==> src/rtl/pwm_deadtime_gen.sv <==
// Complementary half-bridge gate driver with programmable dead time on every PWM edge.
// Optional abort counter output enabled by defining DEADTIME_ABORT_CNT_EN.
module pwm_deadtime_gen #(
  parameter int DT_W = 4
) (
  input  logic            clk,
  input  logic            rst_n,
  input  logic            ena,
  input  logic            pwm_in,
  input  logic [DT_W-1:0] dead_cycles,
  output logic            gate_hi,
  output logic            gate_lo,
  output logic            dt_active
`ifdef DEADTIME_ABORT_CNT_EN
  ,
  output logic [7:0]      abort_cnt
`endif
);

  typedef enum logic [2:0] {
    IDLE    = 3'd0,
    DT_RISE = 3'd1,
    HIGH    = 3'd2,
    DT_FALL = 3'd3,
    LOW     = 3'd4
  } state_t;

  localparam logic [DT_W-1:0] CNT_ONE  = DT_W'(1);
  localparam logic [DT_W-1:0] CNT_ZERO = DT_W'(0);

  state_t          state_q, state_d;
  logic            pwm_q, pwm_d;
  logic [DT_W-1:0] cnt_q, cnt_d;
  logic            gate_hi_q, gate_hi_d;
  logic            gate_lo_q, gate_lo_d;
  logic            dt_active_q, dt_active_d;
  logic [DT_W-1:0] cnt_load_s;
  logic            abort_s;

  // Zero dead time is promoted to one cycle; the counter holds remaining cycles minus one.
  always_comb begin
    if (dead_cycles == CNT_ZERO) begin
      cnt_load_s = CNT_ZERO;
    end else begin
      cnt_load_s = dead_cycles - CNT_ONE;
    end
  end

  // Next-state and next-output logic; an abort beats counter expiry on the same edge.
  always_comb begin
    state_d = state_q;
    cnt_d   = cnt_q;
    abort_s = 1'b0;
    pwm_d   = pwm_in;
    if (!ena) begin
      state_d = IDLE;
      cnt_d   = CNT_ZERO;
    end else begin
      case (state_q)
        IDLE: begin
          state_d = pwm_q ? DT_RISE : DT_FALL;
          cnt_d   = cnt_load_s;
        end
        LOW: begin
          if (pwm_q) begin
            state_d = DT_RISE;
            cnt_d   = cnt_load_s;
          end else begin
            state_d = LOW;
          end
        end
        HIGH: begin
          if (!pwm_q) begin
            state_d = DT_FALL;
            cnt_d   = cnt_load_s;
          end else begin
            state_d = HIGH;
          end
        end
        DT_RISE: begin
          if (!pwm_q) begin
            state_d = LOW;
            cnt_d   = CNT_ZERO;
            abort_s = 1'b1;
          end else if (cnt_q == CNT_ZERO) begin
            state_d = HIGH;
          end else begin
            cnt_d = cnt_q - CNT_ONE;
          end
        end
        DT_FALL: begin
          if (pwm_q) begin
            state_d = HIGH;
            cnt_d   = CNT_ZERO;
            abort_s = 1'b1;
          end else if (cnt_q == CNT_ZERO) begin
            state_d = LOW;
          end else begin
            cnt_d = cnt_q - CNT_ONE;
          end
        end
        default: begin
          state_d = IDLE;
          cnt_d   = CNT_ZERO;
        end
      endcase
    end
    gate_hi_d   = (state_d == HIGH);
    gate_lo_d   = (state_d == LOW);
    dt_active_d = (state_d == DT_RISE) || (state_d == DT_FALL);
  end

  // State, input sample and registered gate outputs.
  always_ff @(posedge clk or negedge rst_n) begin
    if (!rst_n) begin
      state_q     <= IDLE;
      pwm_q       <= 1'b0;
      cnt_q       <= CNT_ZERO;
      gate_hi_q   <= 1'b0;
      gate_lo_q   <= 1'b0;
      dt_active_q <= 1'b0;
    end else begin
      state_q     <= state_d;
      pwm_q       <= pwm_d;
      cnt_q       <= cnt_d;
      gate_hi_q   <= gate_hi_d;
      gate_lo_q   <= gate_lo_d;
      dt_active_q <= dt_active_d;
    end
  end

  assign gate_hi   = gate_hi_q;
  assign gate_lo   = gate_lo_q;
  assign dt_active = dt_active_q;

`ifdef DEADTIME_ABORT_CNT_EN
  logic [7:0] abort_cnt_q, abort_cnt_d;

  // Saturating abort count, held clear while disabled.
  always_comb begin
    if (!ena) begin
      abort_cnt_d = 8'd0;
    end else if (abort_s && (abort_cnt_q != 8'd255)) begin
      abort_cnt_d = abort_cnt_q + 8'd1;
    end else begin
      abort_cnt_d = abort_cnt_q;
    end
  end

  // Abort counter register.
  always_ff @(posedge clk or negedge rst_n) begin
    if (!rst_n) begin
      abort_cnt_q <= 8'd0;
    end else begin
      abort_cnt_q <= abort_cnt_d;
    end
  end

  assign abort_cnt = abort_cnt_q;
`else
  logic unused_abort_s;
  assign unused_abort_s = abort_s;
`endif

endmodule
==> config.mk <==
export PLATFORM = sky130hd
export DESIGN_NAME = pwm_deadtime_gen
export DESIGN_NICKNAME = d
export VERILOG_FILES = /design/src/rtl/pwm_deadtime_gen.sv
export SDC_FILE = /design/constraint.sdc
export NUM_CORES = 1
export LEC_CHECK = 0
export CAP_MARGIN = 20
export CORE_MARGIN = 1.5
export CORE_UTILIZATION = 51
export DETAILED_ROUTE_END_ITERATION = 10
export PLACE_DENSITY = 0.74
export SETUP_SLACK_MARGIN = 0.3
export SYNTH_ARGS = -nofsm -noshare
export SYNTH_HDL_FRONTEND = slang
export SYNTH_SLANG_ARGS = --single-unit
==> constraint.sdc <==
create_clock -name clk -period 1.8 [get_ports clk]
set_input_delay 0.54 -clock clk [delete_from_list [all_inputs] [get_ports clk]]
set_output_delay 0.54 -clock clk [all_outputs]
set_load 0.01 [all_outputs]
==> impl_metrics.toml, run 1 <==
[final_layout]
layout-drive-gt1-share = 0.284
fillCellCount = 112
final_area_um2 = 923
nNetsFinal = 106
synthToLayoutAreaGrowth_pct = 30.6
n_antenna_cell = 0

[yosys]
synth_flop_cell = "dfrtp_1"
synth-edff-count = 0
synth_common_cells = "11 x dfrtp_1, 6 x inv_1, 5 x nand2_1"
synth_top_area_share = 0.389
synthXorXnorAreaFrac = 0.0496
synth_seq_cells = 11
synth_top_family_by_area = "simple AND/OR/NAND/NOR gates"
syn-cell-area_um2 = 707
yosys.area.top_type = "dfrtp_1"
synth-simple-area-share = 0.234
synthTopCellsByArea = "dfrtp_1 39%, a221o_1 4.2%, ha_1 3.5%, inv_1 3.2%, nand3b_1 3.2%"
syn_avg_cell_area_um2 = 9.68
yosysUniqueCellTypes = 36
synth-compound-area-share = 0.204
synth_warnings = 0
synth_fa_ha_area_frac = 0.0354
syn-num-nets = 83
synth_mux_area_frac = 0.0159
ys_seq_area_frac = 0.389
synth.most_common_cell = "dfrtp_1"
syn_inst = 73
synth_async_sr_flop_share = 1.00

[hold_path]
hold_class = "primary input to async pin"

[sta]
slew_violations = 0
min_period_ps = 1520
fmax_mhz = 658
finalSetupViolCount = 0
clock_skew_ps = 12.4
slew_headroom = 0.666
rsz0062_at_grt = "true"
hold_viol_final = 0
worstMarginPinSlew_ps = 500
fin_crit_sh = 0.844

[die]
die_w_um = 40.2
dieArea_um2 = 1620
io_pins = 11
die_h_um = 40.2
core_region_area_um2 = 1300
start_util = 0.543
rows = 13

[power_and_ir_drop]
leakagePower_nw = 0.447
power_density_nw_per_um2 = 873
p_total_mw = 0.806
irDropWorstVdd_mv = 0.648

[routing]
dr.pass1.iters = 4
routed_wl_um = 1410
drtIter0Drc = 16
via_count = 609
drc = 0
wl_per_cell_um = 12.8
viasPerCell = 5.54
antenna_left = 0

[clocking]
htreeDepth = 1
cts_made_buffers = 3
insertion_delay_ps = 260
root_buffer = "clkbuf_4"
cts_sinks = 11
clkSlewWorstSetupHoldPaths_ps = 80
cts_tree = "yes"
ctsHoldBuffers = 0
clock_path_buffers = 2

[place]
gp_congestion = 0.774
dp_hpwl_um = 999
dpl_cell_area_um2 = 860
portBuffers = 10

[grt]
overflow = 0
grt_pass1_vias = 481
grt_max_degree = 12
grt_pass1_wl_um = 2190
grt.total_usage = 0.206
antenna_found_initial = 0

[critical_path]
crit_required_ps = 1960
start_kind = "flop"
critPathArrivalTime_ps = 1670
crit_type = "flop to flop"
end_kind = "flop"
path_max_fanout = 3

[status]
status = "completed"

[job]
max_cap_violations = 0
[worst paths after layout]
kind / to / cells past startpoint / slack (ps) / start
worst max-delay path: cnt_q[3] / 6 / 280 / cnt_q[0]
worst min-delay path: state_q[1] / 1 / 600 / rst_n
worst max register to register: cnt_q[3] / 6 / 280 / cnt_q[0]
worst min register to register: cnt_q[2] / 2 / 620 / cnt_q[2]
max in group asynchronous: pwm_q / 1 / 820 / rst_n
min in group clk: cnt_q[2] / 2 / 620 / cnt_q[2]
[layout make-up]
class | count | area, um^2 | share of cell area
Inverter | 6 | 22.5 | 0.0244
Sequential cell | 11 | 278 | 0.301
Timing Repair Buffer | 22 | 180 | 0.195
Multi-Input combinational cell | 52 | 398 | 0.431
Clock buffer | 4 | 26.3 | 0.0285
Tap cell | 15 | 18.8 | 0.0203
[timing repair]
item,4_1_cts,5_1_grt
resized for setup,13,5
endpoints found under the setup margin,13,8
buffers inserted,3,1
endpoints found under the hold margin,0,0
pin swaps,4,1
cloned,0,0
[critical path, cell delays in order, from the launching register on]
cell,delay [ps]
dfrtp_1,390
inv_1,70
ha_2,180
or3b_4,400
nand2_2,60
nor3_1,40
a221o_1,260
[per-layer routing]
metal,vias to the layer above,track usage,routed length (um)
met5,-,0,0
met4,0,0.0750,19
met3,2,0.0500,62
met2,15,0.270,599
met1,285,0.318,729
li1,307,-,-
[registers in the layout (all words and copies together), names as in the netlist]
name and count:
dt_active 1, gate_hi 1, state_q 3, gate_lo 1, cnt_q 4, pwm_q 1
[cell usage in the layout (no fill, tap or decap), types with 2 or more instances in the layout]
cell type,netlist,final
a21boi_1,0,2
a221o_1,3,3
and3b_1,2,2
buf_4,1,12
clkbuf_4,0,3
clkdlybuf4s50_1,0,2
dfrtp_1,11,9
dfrtp_2,0,2
dlygate4sd2_1,0,8
ha_2,0,2
inv_1,6,6
nand2_1,5,4
nand2b_1,3,3
nand3b_1,3,3
nor2_1,3,2
nor3_1,4,4
xnor2_1,2,2
xor2_1,2,2
[through the flow]
step / utilization / hold slack (ps) / std cells / TNS (ps) / setup slack (ps)
CTS: 0.700 / 617 / 109 / 0 / 302
finish: 0.710 / 604 / 110 / 0 / 281
global placement: 0.661 / 529 / 102 / -641 / -167
global route: 0.710 / 645 / 110 / 0 / 235
floorplan: - / 244 / 73 / 0 / 342
detailed placement: 0.661 / 525 / 102 / -706 / -194
[where the power goes]
group	internal [mW]	total [mW]	switching, mW
clock network	0.0854	0.169	0.0837
logic	0.178	0.314	0.136
registers	0.280	0.323	0.0435
total	0.543	0.806	0.263
[cell families (layout without fill, tap and decap cells)]
family | after synthesis | in the layout
buffers and inverters | 10 | 32
xor gates and xnor gates | 4 | 4
muxes | 1 | 1
adders and majority gates | 2 | 2
AOI/OAI and AO/OA | 18 | 18
DFF | 11 | 11
and+or+nand+nor | 27 | 27
No activity file was read; power rests on OpenSTA's default activity.
==> run 2, diff against run 1 <==
clock period = 1.4 ns   (was 1.8 ns; I/O delays follow)
==> impl_metrics.toml, run 2 (synthesized netlist as in run 1, its figures left out) <==
[final_layout]
layout-drive-gt1-share = 0.442
postLayoutCoreUtil = 0.796
reg_top3 = "cnt_q: 4 flops, state_q: 3 flops"
mostFrequentLayoutCell = "buf_4"
synthToLayoutAreaGrowth_pct = 46.5
largest_register_ffs = 4
nNetsFinal = 115
final_cell_mix = "20 x buf_4, 10 x dfrtp_1, 4 x dlygate4sd2_1"
n_antenna_cell = 0
layout.cells.non_filler = 119
largest_register = "cnt_q"

[critical_path]
crit_family = "simple AND/OR/NAND/NOR gates"
path_max_fanout = 3
cp_slowest_cell = "dfrtp_1"
worst-path-buf-inv = 1
path_cells = "inv_2 > ha_2 > or3b_4 > nand2_2 > nor3_2 > a221o_1"
end_kind = "flop"
crit_type = "flop to flop"
crit_required_ps = 1560
start_kind = "flop"
critPathArrivalTime_ps = 1660
max_stage_delay_ps = 400

[place]
portBuffers = 10
dp_cells = 112
post-place-ws_ps = -554
gp_congestion = 0.741
dp_hpwl_um = 1250

[clocking]
root_buffer = "clkbuf_4"
cts_sinks = 11
insertion_delay_ps = 270
htreeDepth = 1
cts_made_buffers = 3
cts_tree = "yes"
clock_path_buffers = 2
clkSlewWorstSetupHoldPaths_ps = 70

[grt]
overflow = 0
grt.total_usage = 0.247
grt_pass1_vias = 556
grt_max_degree = 12
grt_pass1_wl_um = 2530
antenna_found_initial = 0

[routing]
drc = 0
wl_per_cell_um = 14.2
dr.pass1.iters = 4
routed_wl_um = 1690
antenna_left = 0
drtIter0Drc = 21
viasPerCell = 5.55
via_count = 661

[sta]
min_period_ps = 1500
fin_crit_sh = 1.07
slew_headroom = 0.782
hold_viol_final = 0
finalSetupViolCount = 6
clock_skew_ps = 2.89
worstMarginPinSlew_ps = 325
fmax_mhz = 667
setup_ws_ps = -99.6
slew_violations = 0
rsz0062_at_grt = "true"
whs_ps = 439

[hold_path]
hold_class = "primary input to async pin"

[die]
io_pins = 11
rows = 13
die_w_um = 40.2
core_region_area_um2 = 1300
dieArea_um2 = 1620
start_util = 0.543
die_h_um = 40.2

[power_and_ir_drop]
leakagePower_nw = 0.496
p_total_mw = 1.12
power_density_nw_per_um2 = 1080
irDropWorstVdd_mv = 0.723

[status]
status = "finished with violations"
violations = "negative setup slack"

[job]
max_cap_violations = 0
[run 2: changes by cell type in the layout (fill, tap and decap cells not counted), moves of 2 or more]
cell,before,now
buf_2,0,3
buf_4,12,20
dlygate4sd2_1,8,4
inv_1,6,3
nand2_1,4,2
nand2_2,1,3
nor3_1,4,2
nor3_2,0,2
[run 2: metrics by stage]
stage               area, um^2  TNS (ps)
global placement           972     -2150
detailed placement         972     -2340
floorplan                  747     -55.0
CTS                       1030      -320
global route              1040      -875
finish                    1040      -390
[run 2: what timing repair did]
action,in CTS,in global routing
gates resized for setup,23,4
hold buffers,0,0
setup endpoints to repair,13,13
pin swaps,8,3
buffers inserted,3,0
[run 2: layer usage]
metal	part of all wire	global-route usage	routed length, um
met1	0.45	0.337	761
met2	0.50	0.367	853
met3	0.030	0.0667	51
met4	0.016	0.100	27
met5	0	0	0
[run 2: where the power goes]
part	switching, mW	internal, mW	total, mW
clock network	0.111	0.110	0.221
logic	0.217	0.266	0.483
registers	0.0518	0.360	0.412
total	0.380	0.736	1.12
[run 2: layout make-up]
class | count | area, um^2
multi-input cells | 52 | 433
flip-flops and latches | 11 | 277
fillers | 106 | 265
repair buffers | 31 | 241
inverters | 6 | 40.0
clock buffers | 4 | 26.3
well taps | 15 | 18.8
[run 2: worst paths after layout]
path	start	to	slack, ps	depth (start not counted)
worst max-delay path	cnt_q[1]	cnt_q[3]	-100	6
worst min-delay path	rst_n	dt_active	440	2
worst max register to register	cnt_q[1]	cnt_q[3]	-100	6
worst min register to register	cnt_q[0]	cnt_q[0]	600	2
max in group asynchronous	rst_n	state_q[1]	800	2
min in group clk	pwm_in	pwm_q	590	1
==> run 3, diff against run 2 <==
==> constraint.sdc (replaced) <==
create_clock -name clk -period 1.4 [get_ports clk]
set_input_delay 0.14 -clock clk [delete_from_list [all_inputs] [get_ports clk]]
set_output_delay 0.14 -clock clk [all_outputs]
set_load 0.01 [all_outputs]
==> impl_metrics.toml, run 3 (synthesized netlist as in run 1, its figures left out) <==
[sta]
worstMarginPinSlew_ps = 495
rsz0062_at_grt = "true"
setup_ws_ps = -123
hold_viol_final = 0
slew_headroom = 0.669
fmax_mhz = 657
slew_violations = 0
fin_crit_sh = 1.09
finalSetupViolCount = 5
min_period_ps = 1520
clock_skew_ps = 0.832

[clocking]
htreeDepth = 1
insertion_delay_ps = 270
clock_path_buffers = 2
ctsHoldBuffers = 0
cts_made_buffers = 3
root_buffer = "clkbuf_4"
cts_tree = "yes"
cts_sinks = 11
clkSlewWorstSetupHoldPaths_ps = 70

[critical_path]
critPathArrivalTime_ps = 1680
end_kind = "flop"
crit_type = "flop to flop"
cp_slowest_cell = "or3b_4"
path_cells = "inv_1 > ha_2 > or3b_4 > nand2_2 > nor3_2 > a221o_1"
crit_required_ps = 1560
max_stage_delay_ps = 410
start_kind = "flop"
rrSetupSlack_ps = -120
path_max_fanout = 4

[grt]
grt_pass1_vias = 585
antenna_found_initial = 0
met1_usage = 0.346
grt_max_degree = 12
grt.total_usage = 0.261
grt_pass1_wl_um = 2660
grt-busiest-layer = "met2"
overflow = 0
grtUsageMet2 = 0.391
grtUsageMet3 = 0.0333

[final_layout]
n_antenna_cell = 0
largest_register = "cnt_q"
layout.cells.non_filler = 117
reg_top3 = "cnt_q: 4 flops, state_q: 3 flops"
largest_register_ffs = 4
layout-drive-gt1-share = 0.392
synthToLayoutAreaGrowth_pct = 42.8
multiInputGateArea_um2 = 419
postLayoutCoreUtil = 0.776
mostFrequentLayoutCell = "buf_4"
seqCellArea_um2 = 280
final_cell_mix = "19 x buf_4, 7 x dfrtp_1, 6 x inv_1, 6 x clkdlybuf4s50_1, 4 x dfrtp_2"
fillCellCount = 96
nNetsFinal = 113

[job]
max_cap_violations = 0

[power_and_ir_drop]
intPower_mw = 0.726
leakagePower_nw = 0.491
power_density_nw_per_um2 = 1080
p_sw_mw = 0.368
swShare = 0.336
clkPwrFrac = 0.202
power.share.sequential = 0.374
p_total_mw = 1.09
pwr-share-comb = 0.424
irDropWorstVdd_mv = 0.584

[routing]
dr.pass1.iters = 4
antenna_left = 0
via_count = 648
drc = 0
viasPerCell = 5.54
wl_per_cell_um = 13.7
routed_wl_um = 1600
drtIter0Drc = 17

[die]
die_w_um = 40.2
rows = 13
dieArea_um2 = 1620
die_h_um = 40.2
io_pins = 11
start_util = 0.543
core_region_area_um2 = 1300

[status]
violations = "negative setup slack"
status = "finished with violations"

[place]
dp_cells = 110
dp_hpwl_um = 1240
portBuffers = 10
gp_congestion = 0.783

[hold_path]
hold_class = "primary input to async pin"
-- run 3: repair_timing --
| item | in CTS | in global routing |
|---|---|---|
| setup endpoints to repair | 13 | 11 |
| gates resized for setup | 8 | 11 |
| cloned | 0 | 0 |
| pin swaps | 6 | 3 |
| buffers inserted | 2 | 1 |
-- run 3: cell type report --
cell class              instances  area share
multi-input cells              52       0.415
flip-flops and latches         11       0.278
repair buffers                 29       0.240
clock buffers                   4      0.0260
inverters                       6      0.0223
well taps                      15      0.0186
-- run 3: worst paths after layout --
check                      depth (start not counted)          to            from
max                                                6    cnt_q[3]        cnt_q[0]
min                                                1   dt_active           rst_n
max reg2reg                                        6    cnt_q[3]        cnt_q[0]
min reg2reg                                        2    cnt_q[2]        cnt_q[2]
max in group asynchronous                          1  state_q[0]           rst_n
min in group clk                                   4    cnt_q[0]  dead_cycles[0]
-- run 3: power by group through the flow --
| stage | Combinational (mW) | Clock (mW) | Sequential (mW) |
|---|---|---|---|
| floorplan | 0.255 | 0 | 0.393 |
| global placement | 0.401 | 0 | 0.408 |
| detailed placement | 0.413 | 0 | 0.411 |
| CTS | 0.440 | 0.226 | 0.405 |
| global route | 0.509 | 0.255 | 0.416 |
| finish | 0.464 | 0.221 | 0.409 |
-- run 3: critical path, delay by kind of cell, from the launching register on --
| family | cells | cell delay (ps) |
|---|---|---|
| buffers and inverters | 1 | 70 |
| AND/OR/NAND/NOR | 3 | 530 |
| flip-flops | 1 | 380 |
| adder cells (fa/ha/maj) | 1 | 180 |
| AO/OA/AOI/OAI | 1 | 250 |
-- run 3: per-layer routing --
metal	vias to the layer above	wire length [um]
met5	-	0
met4	0	57
met3	7	50
met2	17	752
met1	304	744
li1	320	-
-- run 3: stage by stage --
step / TNS (ps) / instance area (um^2) / setup slack, ps / hold WS [ps]
6_report: -363 / 1010 / -123 / 200
4_1_cts: -292 / 981 / -112 / 211
3_3_place_gp: -700 / 927 / -200 / 502
5_1_grt: -925 / 1010 / -174 / 229
2_1_floorplan: -55.0 / 717 / -55.0 / -156
3_5_place_dp: -893 / 927 / -203 / 504
